[config.mk]
export PLATFORM = sky130hd
export DESIGN_NAME = func_spc_stream
export DESIGN_NICKNAME = d
export VERILOG_FILES = /design/src/rtl/func_spc_stream_pkg.sv /design/src/rtl/func_spc_stream_min_tree.sv /design/src/rtl/func_spc_stream.sv
export SDC_FILE = /design/constraint.sdc
export NUM_CORES = 1
export LEC_CHECK = 0
export CELL_PAD_IN_SITES_DETAIL_PLACEMENT = 1
export CELL_PAD_IN_SITES_GLOBAL_PLACEMENT = 1
export CORE_MARGIN = 3
export CORE_UTILIZATION = 35
export CTS_CLUSTER_SIZE = 8
export DETAILED_ROUTE_END_ITERATION = 16
export DONT_BUFFER_PORTS = 1
export PLACE_DENSITY = 0.67
export REMOVE_ABC_BUFFERS = 1
export SETUP_SLACK_MARGIN = 0.4
export SLEW_MARGIN = 20
export SYNTH_ARGS = -nofsm -noshare
export SYNTH_HDL_FRONTEND = slang
export SYNTH_HIERARCHICAL = 1
export SYNTH_SLANG_ARGS = --single-unit
export TNS_END_PERCENT = 1
[constraint.sdc]
create_clock -name clk -period 10.03 [get_ports clk]
set_input_delay 2.006 -clock clk [delete_from_list [all_inputs] [get_ports clk]]
set_output_delay 2.006 -clock clk [all_outputs]
set_load 0.1 [all_outputs]
[src/rtl/func_spc_stream_pkg.sv]
// Shared types and defaults for the SPC node decoder (func_spc_stream).
// Optional min-output ports are enabled by the macro FUNC_SPC_MIN_OUT_EN.
package func_spc_stream_pkg;

  localparam int FSPC_LLR_W_DEF = 6;
  localparam int FSPC_P_DEF     = 16;
  localparam int FSPC_MAX_N_DEF = 64;

  typedef enum logic [1:0] {
    FSPC_IDLE = 2'd0,
    FSPC_ACC  = 2'd1,
    FSPC_FIX  = 2'd2,
    FSPC_OUT  = 2'd3
  } fspc_state_e;

  // Width of an index into v items, never below one bit.
  function automatic int clog2_min1(input int v);
    return (v > 1) ? $clog2(v) : 1;
  endfunction

endpackage

[src/rtl/func_spc_stream_min_tree.sv]
// Combinational pairwise min-|LLR| over P lanes with lane index.
// On equal magnitudes the lower lane wins; disabled lanes never win.
module spc_min_tree
  import func_spc_stream_pkg::*;
#(
  parameter int  LLR_W = FSPC_LLR_W_DEF,
  parameter int  P     = FSPC_P_DEF,
  localparam int LP_W  = clog2_min1(P)
) (
  input  logic [P*LLR_W-1:0] llr_i,
  input  logic [P-1:0]       lane_en_i,
  output logic [LLR_W-1:0]   min_abs_o,
  output logic [LP_W-1:0]    min_lane_o,
  output logic               min_valid_o
);

  localparam int LOG_P = $clog2(P);

  always_comb begin
    logic [LLR_W-1:0] abs_l [LOG_P+1][P];
    logic [LP_W-1:0]  idx_l [LOG_P+1][P];
    logic [P-1:0]     v_l   [LOG_P+1];
    logic [LLR_W-1:0] x;
    logic             take_b;

    // NOTE: every variable gets a default before the loops so no latch is inferred.
    x      = '0;
    take_b = 1'b0;
    for (int l = 0; l <= LOG_P; l++) begin
      v_l[l] = '0;
      for (int k = 0; k < P; k++) begin
        abs_l[l][k] = '0;
        idx_l[l][k] = '0;
      end
    end

    // Unsigned magnitude: the most negative code maps to 2^(LLR_W-1) exactly.
    for (int j = 0; j < P; j++) begin
      x           = llr_i[j*LLR_W +: LLR_W];
      abs_l[0][j] = x[LLR_W-1] ? ((~x) + LLR_W'(1)) : x;
      idx_l[0][j] = LP_W'(j);
      v_l[0][j]   = lane_en_i[j];
    end

    for (int l = 0; l < LOG_P; l++) begin
      for (int k = 0; k < (P >> (l + 1)); k++) begin
        take_b = v_l[l][2*k+1] &&
                 (!v_l[l][2*k] || (abs_l[l][2*k+1] < abs_l[l][2*k]));
        abs_l[l+1][k] = take_b ? abs_l[l][2*k+1] : abs_l[l][2*k];
        idx_l[l+1][k] = take_b ? idx_l[l][2*k+1] : idx_l[l][2*k];
        v_l[l+1][k]   = v_l[l][2*k] | v_l[l][2*k+1];
      end
    end

    min_abs_o   = abs_l[LOG_P][0];
    min_lane_o  = idx_l[LOG_P][0];
    min_valid_o = v_l[LOG_P][0];
  end

endmodule

[src/rtl/func_spc_stream.sv]
// Multi-beat single-parity-check node decoder: hard decisions, parity, min-|LLR| flip.
// Define FUNC_SPC_MIN_OUT_EN to expose the final min magnitude and index.
module func_spc_stream
  import func_spc_stream_pkg::*;
#(
  parameter int  LLR_W   = FSPC_LLR_W_DEF,
  parameter int  P       = FSPC_P_DEF,
  parameter int  MAX_N   = FSPC_MAX_N_DEF,
  localparam int MAX_LOG = $clog2(MAX_N),
  localparam int NL_W    = $clog2(MAX_LOG + 1)
) (
  input  logic                 clk,
  input  logic                 rst_n,
  input  logic                 in_valid,
  output logic                 in_ready,
  input  logic [NL_W-1:0]      in_n_log,
  input  logic [P*LLR_W-1:0]   in_llr,
  output logic                 out_valid,
  input  logic                 out_ready,
`ifdef FUNC_SPC_MIN_OUT_EN
  output logic [LLR_W-1:0]     out_min_abs,
  output logic [MAX_LOG-1:0]   out_min_idx,
`endif
  output logic [MAX_N-1:0]     out_bits
);

  localparam int LOG_P     = $clog2(P);
  localparam int BEATS_MAX = MAX_N / P;
  localparam int CNT_W     = clog2_min1(BEATS_MAX);
  localparam int LP_W      = clog2_min1(P);

  fspc_state_e        state_q;
  logic [NL_W-1:0]    n_log_q;
  logic [CNT_W-1:0]   cnt_q;
  logic               parity_q;
  logic [LLR_W-1:0]   min_abs_q;
  logic [MAX_LOG-1:0] min_idx_q;
  logic [MAX_N-1:0]   bits_q;
  logic               out_valid_q;

  logic [NL_W-1:0]    n_clamp;
  logic [NL_W-1:0]    n_cur;
  logic [CNT_W-1:0]   cur_beat;
  logic [CNT_W-1:0]   beats_m1;
  logic [P-1:0]       lane_en;
  logic [P-1:0]       beat_bits;
  logic               beat_par;
  logic [MAX_N-1:0]   bits_d;
  logic [LLR_W-1:0]   t_abs;
  logic [LP_W-1:0]    t_lane;
  logic               t_valid;
  logic [MAX_LOG-1:0] beat_idx;

  assign in_ready = (state_q == FSPC_IDLE) || (state_q == FSPC_ACC);

  // The first beat uses the clamped request; later beats reuse the latched size.
  always_comb begin
    n_clamp = in_n_log;
    if (in_n_log < NL_W'(2))            n_clamp = NL_W'(2);
    else if (in_n_log > NL_W'(MAX_LOG)) n_clamp = NL_W'(MAX_LOG);
    n_cur    = (state_q == FSPC_IDLE) ? n_clamp : n_log_q;
    cur_beat = (state_q == FSPC_IDLE) ? '0 : cnt_q;
    beats_m1 = '0;
    if (int'(n_cur) > LOG_P) beats_m1 = CNT_W'((1 << (int'(n_cur) - LOG_P)) - 1);
    for (int j = 0; j < P; j++) begin
      lane_en[j]   = ((j >> n_cur) == 0);
      beat_bits[j] = lane_en[j] & in_llr[j*LLR_W + LLR_W - 1];
    end
    beat_par = ^beat_bits;
    bits_d   = (state_q == FSPC_IDLE) ? '0 : bits_q;
    for (int k = 0; k < MAX_N; k++) begin
      if (((k >> LOG_P) == int'(cur_beat)) && lane_en[k % P])
        bits_d[k] = beat_bits[k % P];
    end
  end

  spc_min_tree #(
    .LLR_W (LLR_W),
    .P     (P)
  ) u_min_tree (
    .llr_i       (in_llr),
    .lane_en_i   (lane_en),
    .min_abs_o   (t_abs),
    .min_lane_o  (t_lane),
    .min_valid_o (t_valid)
  );

  assign beat_idx = MAX_LOG'((int'(cur_beat) << LOG_P) + int'(t_lane));

  always_ff @(posedge clk or negedge rst_n) begin
    if (!rst_n) begin
      state_q     <= FSPC_IDLE;
      n_log_q     <= '0;
      cnt_q       <= '0;
      parity_q    <= 1'b0;
      min_abs_q   <= '0;
      min_idx_q   <= '0;
      // NOTE: the bit store is a plain flop vector, so it takes the async reset like any other state.
      bits_q      <= '0;
      out_valid_q <= 1'b0;
    end else begin
      // NOTE: sequential state is updated with non-blocking assignments only.
      case (state_q)
        FSPC_IDLE: begin
          if (in_valid) begin
            n_log_q   <= n_clamp;
            bits_q    <= bits_d;
            parity_q  <= beat_par;
            min_abs_q <= t_abs;
            min_idx_q <= beat_idx;
            if (beats_m1 == '0) begin
              state_q <= FSPC_FIX;
            end else begin
              cnt_q   <= CNT_W'(1);
              state_q <= FSPC_ACC;
            end
          end
        end
        FSPC_ACC: begin
          if (in_valid) begin
            bits_q   <= bits_d;
            parity_q <= parity_q ^ beat_par;
            // Strict less-than keeps the earlier (lower) index on ties across beats.
            if (t_valid && (t_abs < min_abs_q)) begin
              min_abs_q <= t_abs;
              min_idx_q <= beat_idx;
            end
            if (cnt_q == beats_m1) begin
              cnt_q   <= '0;
              state_q <= FSPC_FIX;
            end else begin
              cnt_q <= cnt_q + CNT_W'(1);
            end
          end
        end
        FSPC_FIX: begin
          if (parity_q) bits_q[min_idx_q] <= ~bits_q[min_idx_q];
          out_valid_q <= 1'b1;
          state_q     <= FSPC_OUT;
        end
        FSPC_OUT: begin
          if (out_ready) begin
            out_valid_q <= 1'b0;
            state_q     <= FSPC_IDLE;
          end
        end
        default: state_q <= FSPC_IDLE;
      endcase
    end
  end

  assign out_valid = out_valid_q;
  assign out_bits  = bits_q;
`ifdef FUNC_SPC_MIN_OUT_EN
  assign out_min_abs = min_abs_q;
  assign out_min_idx = min_idx_q;
`endif

endmodule
==> impl_metrics.py <==
metrics = {
    "sta": {
        "period_minus_slack_ps": 10730,
        "fmax_mhz": 93.2,
        "setup_viol_count_final": 12,
        "slew_viol_final": 0,
        "grt_setup_unrepaired": "true",
        "hold_viol_final": 0,
        "tns_ps": -7940,
        "setup_ws_ps": -696,
        "finalCritPeriodShare_pct": 107,
        "finClkSkew_ps": 9.41,
        "tightest_slew_ps": 1110,
        "relSlewSlack_pct": 25.2,
    },
    "critical_path": {
        "start_kind": "input port",
        "worstPathMaxFanout": 6,
        "slowest_stage": "or3b_4",
        "crit_path_max_incr_delay_ps": 440,
        "crit_type": "input port to register",
        "cp-end-kind": "register",
        "crit_top_cell": "a21o_1",
        "required_ps": 10270,
        "r2r_slack_ps": -270,
        "crit_arrival_ps": 10960,
    },
    "drt": {
        "num_vias": 12688,
        "drt_iter0_drc": 785,
        "final_antenna_net_count": 0,
        "wire_per_inst_um": 23.0,
        "route.detailed.drc": 0,
        "drt-pass1-iter-count": 5,
        "vias_per_cell": 5.97,
        "wirelength_um": 48800,
    },
    "synthesis": {
        "async_flop_share_pct": 100,
        "synth.avg_cell_area_um2": 7.64,
        "yosysUniqueCellTypes": 107,
        "synth-compound-area-share_pct": 27.4,
        "synth_top_family_by_area": "compound AO/OA/AOI/OAI gates",
        "synth_ff_type": "dfrtp_1",
        "synth_area_mm2": 0.0113,
        "synth_xor_xnor_area_share_pct": 4.79,
        "synth_mux_area_share_pct": 10.3,
        "yosys_warnings": 6,
        "synth_simple_gate_area_share_pct": 21.0,
        "ys_ff_latch": 85,
        "yosysSeqAreaShare_pct": 18.8,
        "synth-edff-count": 0,
        "synth-adder-area-share_pct": 11.6,
        "netlist_instances": 1481,
    },
    "cells_and_area": {
        "drive_above_1_share_pct": 30.4,
        "n_antenna_cell": 0,
        "final_nets": 1924,
        "mostFrequentLayoutCell": "buf_4",
        "area_delta_synth_final_pct": 30.6,
        "final_cell_mix": "buf_4, nand2_1, o21ai_0, inv_1, nor2_1",
    },
    "global_routing": {
        "grt_pass1_vias": 13179,
        "antenna_found_initial": 0,
        "grt_pass1_wl_um": 72400,
        "grt.overflow.total": 0,
        "grt_usage_pct": 26.4,
        "grt_start_max_net_pins": 86,
    },
    "status": {
        "failed_checks": "negative setup slack",
        "outcome": "finished with violations",
    },
    "placement": {
        "gp_congestion": 0.894,
        "numPortBuffers": 0,
        "post-dp-hpwl_um": 35300,
        "dpl_worst_slack_ps": -1380,
    },
    "clock_tree": {
        "cts_root_buf": "clkbuf_16",
        "cts_buffer_depth": 2,
        "clkTransAtPathRegs_ps": 60,
        "cts_tree": "yes",
        "h-tree-depth": 3,
        "cts_buffers": 9,
        "cts_sinks": 85,
        "clk_latency_ps": 360,
        "hold_buffers": 0,
    },
    "floorplanning": {
        "start_util_pct": 35.7,
        "die_h_um": 186,
        "pin_count": 169,
        "core_region_area_mm2": 0.0317,
        "die_w_um": 186,
        "dieArea_mm2": 0.0345,
        "rows": 65,
    },
    "hold_path": {
        "hp-class": "register to register",
    },
    "flow_run": {
        "maxCapViolCount": 0,
    },
}
-- area by class of cell --
class	instances	area, um^2
Clock buffer	10	229
Clock inverter	6	63.8
Fill cell	3850	16900
Inverter	110	438
Multi-Input combinational cell	1227	9240
Sequential cell	85	2130
Tap cell	402	503
Timing Repair Buffer	286	2180
-- timing repair --
action,in CTS,in global routing
pin swaps,57,50
endpoints found under the hold margin,0,0
cloned,1,1
buffers inserted,32,16
setup endpoints to repair,12,12
resized for setup,107,86
-- synth_stat cells, types with 36 or more instances --
| master | instances | area [um^2] |
|---|---|---|
| nand2_1 | 156 | 586 |
| o21ai_0 | 124 | 621 |
| inv_1 | 105 | 394 |
| ha_1 | 102 | 1280 |
| nor2_1 | 100 | 375 |
| a21oi_1 | 94 | 470 |
| dfrtp_1 | 85 | 2130 |
| nand3_1 | 67 | 335 |
| mux2i_1 | 56 | 561 |
| clkbuf_1 | 52 | 195 |
| mux2_2 | 41 | 462 |
| o22a_1 | 41 | 359 |
| o21ai_1 | 36 | 180 |
-- worst max-delay path, delay by kind of cell --
family | cells | cell delay, ps
AO/OA/AOI/OAI | 18 | 2910
adder cells (fa/ha/maj) | 5 | 1390
AND/OR/NAND/NOR | 13 | 2260
buffers and inverters | 4 | 560
XOR/XNOR | 1 | 180
multiplexers | 5 | 1610
-- stage by stage --
step	instance area (um^2)	utilization, %	hold slack (ps)	cells
global route	14800	46.6	553	2126
global placement	13300	42.1	491	2060
CTS	14300	45.1	527	2109
floorplan	11100	-	479	1421
detailed placement	13300	42.1	514	2060
finish	14800	46.6	528	2126
-- metal layers --
layer / track usage (%) / part of all wire (%) / vias up
met2: 45.8 / 49 / 459
met5: 0 / 0 / -
met1: 32.5 / 41 / 6254
met3: 4.79 / 6.3 / 121
li1: - / - / 5854
met4: 10.5 / 3.9 / 0
-- flip-flops by register name, summed over array words and instances, names as in the netlist --
register   cells
min_idx_q      6
min_abs_q      6
n_log_q        3
out_valid      1
out_bits      64
state_q        2
parity_q       1
cnt_q          2
-- path summary, 6_finish.rpt --
| check | start | end | depth (start not counted) |
|---|---|---|---|
| max in group asynchronous | rst_n | out_bits[37] | 0 |
| min in group asynchronous | rst_n | out_bits[16] | 0 |
| max | in_n_log[2] | min_idx_q[0] | 46 |
| min reg2reg | min_abs_q[2] | min_abs_q[2] | 1 |
| min | min_abs_q[2] | min_abs_q[2] | 1 |
| max reg2reg | state_q[0] | min_idx_q[0] | 51 |
-- kinds of logic after synthesis --
| logic type | Yosys count |
|---|---|
| buffers and inverters | 173 |
| other | 1 |
| flip-flops | 85 |
| XOR/XNOR | 57 |
| multiplexers | 105 |
| AND/OR/NAND/NOR | 480 |
| AO/OA/AOI/OAI | 474 |
| adder cells (fa/ha/maj) | 106 |
Power is left out: the tool's default activity adds up to more than one toggle a clock period on the data nets, which glitch-free logic cannot reach.
